`src/rtl/wreg_dest_pipe_if.sv`:
```
// ---------------------------------------------------------------------------
// wreg_dest_pipe_if
// Bundles the control/datapath signals of the write-register destination
// pipeline so the CPU datapath can connect to it through one port.
//
// Signals (master = control unit side, slave = wreg_dest_pipe):
//   sel       [1:0]     destination select: 00 rt, 01 SP_REG, 10 LINK_REG, 11 rd
//   rt_in     [ADDR_W]  instruction rt field
//   rd_in     [ADDR_W]  instruction rd field
//   wr_en_in            instruction entering stage 0 writes the register bank
//   advance             shift pipeline this cycle (0 = stall)
//   flush               invalidate all in-flight stages
//   rs_q/rt_q [ADDR_W]  source registers queried for RAW hazards
//   dest_sel  [ADDR_W]  combinational selected destination
//   wb_dest   [ADDR_W]  registered writeback destination (last stage)
//   wb_valid            last stage holds a valid register write
//   hazard_rs/hazard_rt RAW hazard flags for rs_q/rt_q
//   stall_cnt [15:0]    stall-cycle counter (0 when the counter is not built)
// ---------------------------------------------------------------------------
interface wreg_dest_pipe_if #(
    parameter int ADDR_W = 5
);
    logic [1:0]        sel;
    logic [ADDR_W-1:0] rt_in;
    logic [ADDR_W-1:0] rd_in;
    logic              wr_en_in;
    logic              advance;
    logic              flush;
    logic [ADDR_W-1:0] rs_q;
    logic [ADDR_W-1:0] rt_q;
    logic [ADDR_W-1:0] dest_sel;
    logic [ADDR_W-1:0] wb_dest;
    logic              wb_valid;
    logic              hazard_rs;
    logic              hazard_rt;
    logic [15:0]       stall_cnt;

    modport master (
        output sel, rt_in, rd_in, wr_en_in, advance, flush, rs_q, rt_q,
        input  dest_sel, wb_dest, wb_valid, hazard_rs, hazard_rt, stall_cnt
    );

    modport slave (
        input  sel, rt_in, rd_in, wr_en_in, advance, flush, rs_q, rt_q,
        output dest_sel, wb_dest, wb_valid, hazard_rs, hazard_rt, stall_cnt
    );
endinterface

```
`src/rtl/wreg_dest_pipe.sv`:
```
// ---------------------------------------------------------------------------
// wreg_dest_pipe
// Selects the register-file write address (rt / $sp / $ra / rd) and carries
// it through DEPTH in-flight stages. The last stage is the writeback
// destination; every valid stage is compared against the next instruction's
// source registers to raise RAW hazard flags.
//
// Ports:
//   clk    rising-edge clock
//   reset  synchronous, active-high; clears every stage and the stall counter
//   bus    wreg_dest_pipe_if.slave (see interface file for signal list)
//
// Parameters:
//   ADDR_W    register address width
//   DEPTH     number of in-flight stages (>=1); stage DEPTH-1 drives writeback
//   SP_REG    address produced for sel=01
//   LINK_REG  address produced for sel=10
//
// Build option:
//   WREG_STALL_CNT_EN  when defined, stall_cnt counts edges with advance=0
//                      (saturating at 16'hFFFF, cleared only by reset);
//                      when undefined, stall_cnt is tied to zero.
// ---------------------------------------------------------------------------
module wreg_dest_pipe #(
    parameter int ADDR_W   = 5,
    parameter int DEPTH    = 3,
    parameter int SP_REG   = 29,
    parameter int LINK_REG = 31
) (
    input  logic             clk,
    input  logic             reset,
    wreg_dest_pipe_if.slave  bus
);

    localparam logic [ADDR_W-1:0] SP_ADDR   = ADDR_W'(SP_REG);
    localparam logic [ADDR_W-1:0] LINK_ADDR = ADDR_W'(LINK_REG);

    logic [ADDR_W-1:0] dest_mux;
    logic [DEPTH-1:0]  valid_reg;
    logic [ADDR_W-1:0] dest_reg [DEPTH];
    logic [DEPTH-1:0]  rs_hit;
    logic [DEPTH-1:0]  rt_hit;

    // Destination mux, visible in the same cycle.
    always_comb begin
        dest_mux = bus.rt_in;
        case (bus.sel)
            2'b00:   dest_mux = bus.rt_in;
            2'b01:   dest_mux = SP_ADDR;
            2'b10:   dest_mux = LINK_ADDR;
            default: dest_mux = bus.rd_in;
        endcase
    end

    assign bus.dest_sel = dest_mux;

    // Stage pipeline. Flush only drops valid bits (dest fields keep their
    // value) and wins over advance, so nothing is loaded in a flush cycle.
    // Writes to register 0 are captured but never marked valid.
    always_ff @(posedge clk) begin
        if (reset) begin
            valid_reg <= '0;
            for (int i = 0; i < DEPTH; i++) begin
                dest_reg[i] <= '0;
            end
        end else if (bus.flush) begin
            valid_reg <= '0;
        end else if (bus.advance) begin
            valid_reg[0] <= bus.wr_en_in && (dest_mux != '0);
            dest_reg[0]  <= dest_mux;
            for (int i = 1; i < DEPTH; i++) begin
                valid_reg[i] <= valid_reg[i-1];
                dest_reg[i]  <= dest_reg[i-1];
            end
        end
    end

    assign bus.wb_dest  = dest_reg[DEPTH-1];
    assign bus.wb_valid = valid_reg[DEPTH-1];

    // Per-stage hazard compare. The instruction currently at the mux input
    // is not yet in flight, so only captured stages participate. A query of
    // register 0 never flags because register 0 is never valid.
    for (genvar gi = 0; gi < DEPTH; gi++) begin : g_hazard
        assign rs_hit[gi] = valid_reg[gi] && (dest_reg[gi] == bus.rs_q);
        assign rt_hit[gi] = valid_reg[gi] && (dest_reg[gi] == bus.rt_q);
    end

    assign bus.hazard_rs = |rs_hit;
    assign bus.hazard_rt = |rt_hit;

`ifdef WREG_STALL_CNT_EN
    logic [15:0] stall_cnt_reg;

    // Counts stalled edges; flush does not clear it, only reset does.
    always_ff @(posedge clk) begin
        if (reset) begin
            stall_cnt_reg <= '0;
        end else if (!bus.advance && (stall_cnt_reg != 16'hFFFF)) begin
            stall_cnt_reg <= stall_cnt_reg + 16'd1;
        end
    end

    assign bus.stall_cnt = stall_cnt_reg;
`else
    assign bus.stall_cnt = 16'h0000;
`endif

endmodule

```
`src/flat_wrapper.sv`:
```
// flat-port wrapper written by rule: the top's interface ports become plain ports
module wreg_dest_pipe_flat 
#(
    parameter int ADDR_W   = 5,
    parameter int DEPTH    = 3,
    parameter int SP_REG   = 29,
    parameter int LINK_REG = 31
)
  (clk, reset, bus_sel, bus_rt_in, bus_rd_in, bus_wr_en_in, bus_advance, bus_flush, bus_rs_q, bus_rt_q, bus_dest_sel, bus_wb_dest, bus_wb_valid, bus_hazard_rs, bus_hazard_rt, bus_stall_cnt);
  wreg_dest_pipe_if #(.ADDR_W(ADDR_W)) bus_i ();
  input  logic clk;
  input  logic reset;
  input wire logic [$bits(bus_i.sel)-1:0] bus_sel;
  input wire logic [$bits(bus_i.rt_in)-1:0] bus_rt_in;
  input wire logic [$bits(bus_i.rd_in)-1:0] bus_rd_in;
  input wire logic [$bits(bus_i.wr_en_in)-1:0] bus_wr_en_in;
  input wire logic [$bits(bus_i.advance)-1:0] bus_advance;
  input wire logic [$bits(bus_i.flush)-1:0] bus_flush;
  input wire logic [$bits(bus_i.rs_q)-1:0] bus_rs_q;
  input wire logic [$bits(bus_i.rt_q)-1:0] bus_rt_q;
  output wire logic [$bits(bus_i.dest_sel)-1:0] bus_dest_sel;
  output wire logic [$bits(bus_i.wb_dest)-1:0] bus_wb_dest;
  output wire logic [$bits(bus_i.wb_valid)-1:0] bus_wb_valid;
  output wire logic [$bits(bus_i.hazard_rs)-1:0] bus_hazard_rs;
  output wire logic [$bits(bus_i.hazard_rt)-1:0] bus_hazard_rt;
  output wire logic [$bits(bus_i.stall_cnt)-1:0] bus_stall_cnt;
  assign bus_i.sel = bus_sel;
  assign bus_i.rt_in = bus_rt_in;
  assign bus_i.rd_in = bus_rd_in;
  assign bus_i.wr_en_in = bus_wr_en_in;
  assign bus_i.advance = bus_advance;
  assign bus_i.flush = bus_flush;
  assign bus_i.rs_q = bus_rs_q;
  assign bus_i.rt_q = bus_rt_q;
  assign bus_dest_sel = bus_i.dest_sel;
  assign bus_wb_dest = bus_i.wb_dest;
  assign bus_wb_valid = bus_i.wb_valid;
  assign bus_hazard_rs = bus_i.hazard_rs;
  assign bus_hazard_rt = bus_i.hazard_rt;
  assign bus_stall_cnt = bus_i.stall_cnt;
  wreg_dest_pipe #(.ADDR_W(ADDR_W), .DEPTH(DEPTH), .SP_REG(SP_REG), .LINK_REG(LINK_REG)) u_core (.clk(clk), .reset(reset), .bus(bus_i));
endmodule
```
`config.mk`:
```
export PLATFORM = sky130hd
export DESIGN_NAME = wreg_dest_pipe_flat
export DESIGN_NICKNAME = d
export VERILOG_FILES = /design/src/rtl/wreg_dest_pipe_if.sv /design/src/rtl/wreg_dest_pipe.sv /design/src/flat_wrapper.sv
export SDC_FILE = /design/constraint.sdc
export NUM_CORES = 1
export LEC_CHECK = 0
export CAP_MARGIN = 25
export CORE_ASPECT_RATIO = 1.4
export CORE_UTILIZATION = 43
export CTS_CLUSTER_SIZE = 14
export DETAILED_ROUTE_END_ITERATION = 10
export HOLD_SLACK_MARGIN = 0.12
export PLACE_DENSITY = 0.83
export SYNTH_ARGS = -nofsm -noshare
export SYNTH_HDL_FRONTEND = slang
export SYNTH_SLANG_ARGS = --single-unit
```
`constraint.sdc`:
```
create_clock -name clk -period 1.8 [get_ports clk]
set_input_delay 0.45 -clock clk [delete_from_list [all_inputs] [get_ports clk]]
set_output_delay 0.45 -clock clk [all_outputs]
set_load 0.05 [all_outputs]
```
==> out/metrics.yaml <==
p_comb_share_pct: 39.7
report.final.setup_viol: 2
netlist_instances: 132
synth_flop_cell: "edfxtp_1"
synth.yosys.seq_area_share_pct: 37.95
max-slew-margin-rel_pct: 61.63
clock-sinks: 18
yosys-top-cells-count: "24 x xor2_1, 21 x buf_4, 15 x and2_1, 15 x edfxtp_1, 9 x nand3_1"
hold_buffers: 0
hold_class: "reg -> reg"
insertion_delay_ps: 250
grt_pass1_wl_mm: 4.795
ant_nets: 0
grt_max_degree: 18
core_region_area_um2: 2907
areaGrowthSynthToFinish_pct: 54.79
drc_errors: 0
num_rows: 23
cp.required_ps: 1350
tightestPinTransition_ps: 575.5
post_synth_num_cell_types: 27
worstHoldPathCells: 2
crit_path_start: "u_core.dest_reg[0][11]$_SDFFCE_PN0P_"
cts_tree: "built"
cap_violations: 0
internal_power_uw: 851.4
power.density_nw_per_um2: 626.7
gr-total-overflow: 0
clock-skew-final_ps: 4.854
yosysTopAreaCell: "edfxtp_1"
cts_buffer_depth: 2
power.leakage_nw: 0.9090
syn_area_per_cell_um2: 10.19
yosysMostFrequentCell: "xor2_1"
p_sw_share_pct: 34.75
h-tree-depth: 1
vias_per_cell: 4.809
path_clk_slew_ps: 70
die_y_um: 68.18
violations: "negative setup slack"
drt-pass1-iter-count: 2
fin_util_pct: 71.63
num_vias: 1082
worstReg2RegStart: "u_core.valid_reg[0]$_SDFFE_PP0P_"
yosysTopAreaCellShare_pct: 33.49
io_pins: 56
hold_viol: 0
hold_path_startpoint: "u_core.valid_reg[1]$_SDFFE_PP0P_"
ys_ff_latch: 18
period_share_pct: 114.2
worstSetupPathType: "reg -> out"
ff2ff_path_depth: 2
largest_reg_flops: 15
cp-start-kind: "register"
antenna_found_initial: 0
synth_edf_count: 15
first_global_vias: 1140
nNetsFinal: 219
yosys_warnings: 0
finalMaxSlewViolations: 0
clkPwrFrac_pct: 21.4
min_period_ps: 2056
rsz0062_at_grt: "yes"
fmax_ghz: 0.4864
cts_buffers: 3
dpl_cell_area_um2: 1864
wirelength_mm: 3.210
n_antenna_cell: 0
die-area_um2: 3359
critical_path_arrival_ps: 1610
synth_area_leaders: "edfxtp_1 33%, xor2_1 16%, buf_4 12%, and2_1 7.0%, dfxtp_1 4.5%"
async_flop_share_pct: 0
fillers: 215
gp_congestion: 0.8010
wl_per_cell_um: 14.27
dp_hpwl_mm: 2.339
start_util_pct: 46.28
layout_setup_ws_ps: -256.0
drive_above_1_share_pct: 34.57
track_usage_pct: 19.71
synthesis.area_um2: 1345
final_cell_area_um2: 2082
port_buffers: 39
irDropWorstVdd_mv: 0.3739
crit_fanout: 3
seq_power_share_pct: 38.9
status: "finished with violations"
switchingPower_uw: 453.3
drt_iter0_drc: 9
fp.dieW_um: 49.27
root_buffer: "clkbuf_8"
end_kind: "primary output"
hold_ws_ps: 576.4
-- repair_timing --
item / CTS / global route
endpoints found under the setup margin: 12 / 7
pin swaps: 17 / 13
buffers inserted: 3 / 4
gates resized for setup: 43 / 17
-- worst paths after layout --
kind              slack (ps)                          endpoint
hold / removal           580  u_core.valid_reg[1]$_SDFFE_PP0P_
setup / recovery        -260                     bus_hazard_rt
setup reg to reg         820  u_core.valid_reg[0]$_SDFFE_PP0P_
hold reg to reg          580  u_core.valid_reg[1]$_SDFFE_PP0P_
-- through the flow --
step / power (mW) / std cells / setup WS, ps / TNS (ps)
2_1_floorplan: 0.8107 / 147 / -68.48 / -68.48
3_3_place_gp: 0.9594 / 214 / -512.5 / -5393
3_5_place_dp: 0.9710 / 214 / -574.2 / -6180
4_1_cts: 1.277 / 221 / -254.5 / -475.6
5_1_grt: 1.359 / 225 / -313.8 / -610.5
6_report: 1.305 / 225 / -256.0 / -481.7
-- power by group through the flow --
| stage | combinational, mW | clock (mW) | sequential (mW) |
|---|---|---|---|
| after floorplan | 0.301 | 0 | 0.509 |
| after global placement | 0.445 | 0 | 0.514 |
| after detailed placement | 0.455 | 0 | 0.516 |
| after CTS | 0.484 | 0.285 | 0.507 |
| after global routing | 0.547 | 0.301 | 0.511 |
| final | 0.518 | 0.279 | 0.507 |
-- critical path, stage by stage (launching register included) --
cell and delay (ps):
edfxtp_1 440, xor2_1 180, nor4_2 350, nand3_1 130
nand3_2 120, buf_12 140
-- per-layer routing --
| metal | global-route usage, % | wire length (um) | share of wire [%] |
|---|---|---|---|
| met1 | 16.85 | 1123 | 35 |
| met2 | 41.61 | 1843 | 57 |
| met3 | 3.556 | 152 | 4.7 |
| met4 | 11.40 | 91 | 2.8 |
| met5 | 0 | 0 | 0 |
-- cell type report --
type | instances | area (um^2) | share of cell area, %
sequential | 18 | 510.5 | 24.52
timing repair buffer | 59 | 606.8 | 29.15
clock inverter | 1 | 3.754 | 0.1803
inverter | 4 | 17.52 | 0.8413
multi-input combinational | 103 | 855.8 | 41.11
clock buffer | 3 | 41.29 | 1.983
tap | 37 | 46.29 | 2.224
-- cell usage in the layout, fill, tap and decap left out, types with 2 or more instances in the layout --
cell and count:
nand3_2 2, buf_4 25, buf_8 2, xnor2_1 6, ha_4 3, clkdlybuf4s15_2 2, dfxtp_1 3, xor2_1 24
nor3_1 2, nor4_1 2, clkbuf_8 3, buf_12 7, dlymetal6s2s_1 2, conb_1 16, edfxtp_1 15, mux2i_1 2
inv_1 2, and2_1 15, clkdlybuf4s15_1 4, nand2_2 3, clkdlybuf4s50_1 11, nor4_2 4, nand3_1 7, nor2b_1 2
a21oi_4 4, dlygate4sd2_1 4
-- cells by family after synthesis --
| kind of cell | after synthesis | synth area share, % |
|---|---|---|
| AND/OR/NAND/NOR | 42 | 18.88 |
| multiplexers | 2 | 1.488 |
| AO/OA/AOI/OAI | 10 | 5.396 |
| flip-flops | 18 | 37.95 |
| buffers and inverters | 26 | 13.67 |
| XOR/XNOR | 30 | 19.53 |
| other | 1 | 0.2788 |
| adder cells (fa/ha/maj) | 3 | 2.791 |
No activity file was read; power rests on OpenSTA's default activity.
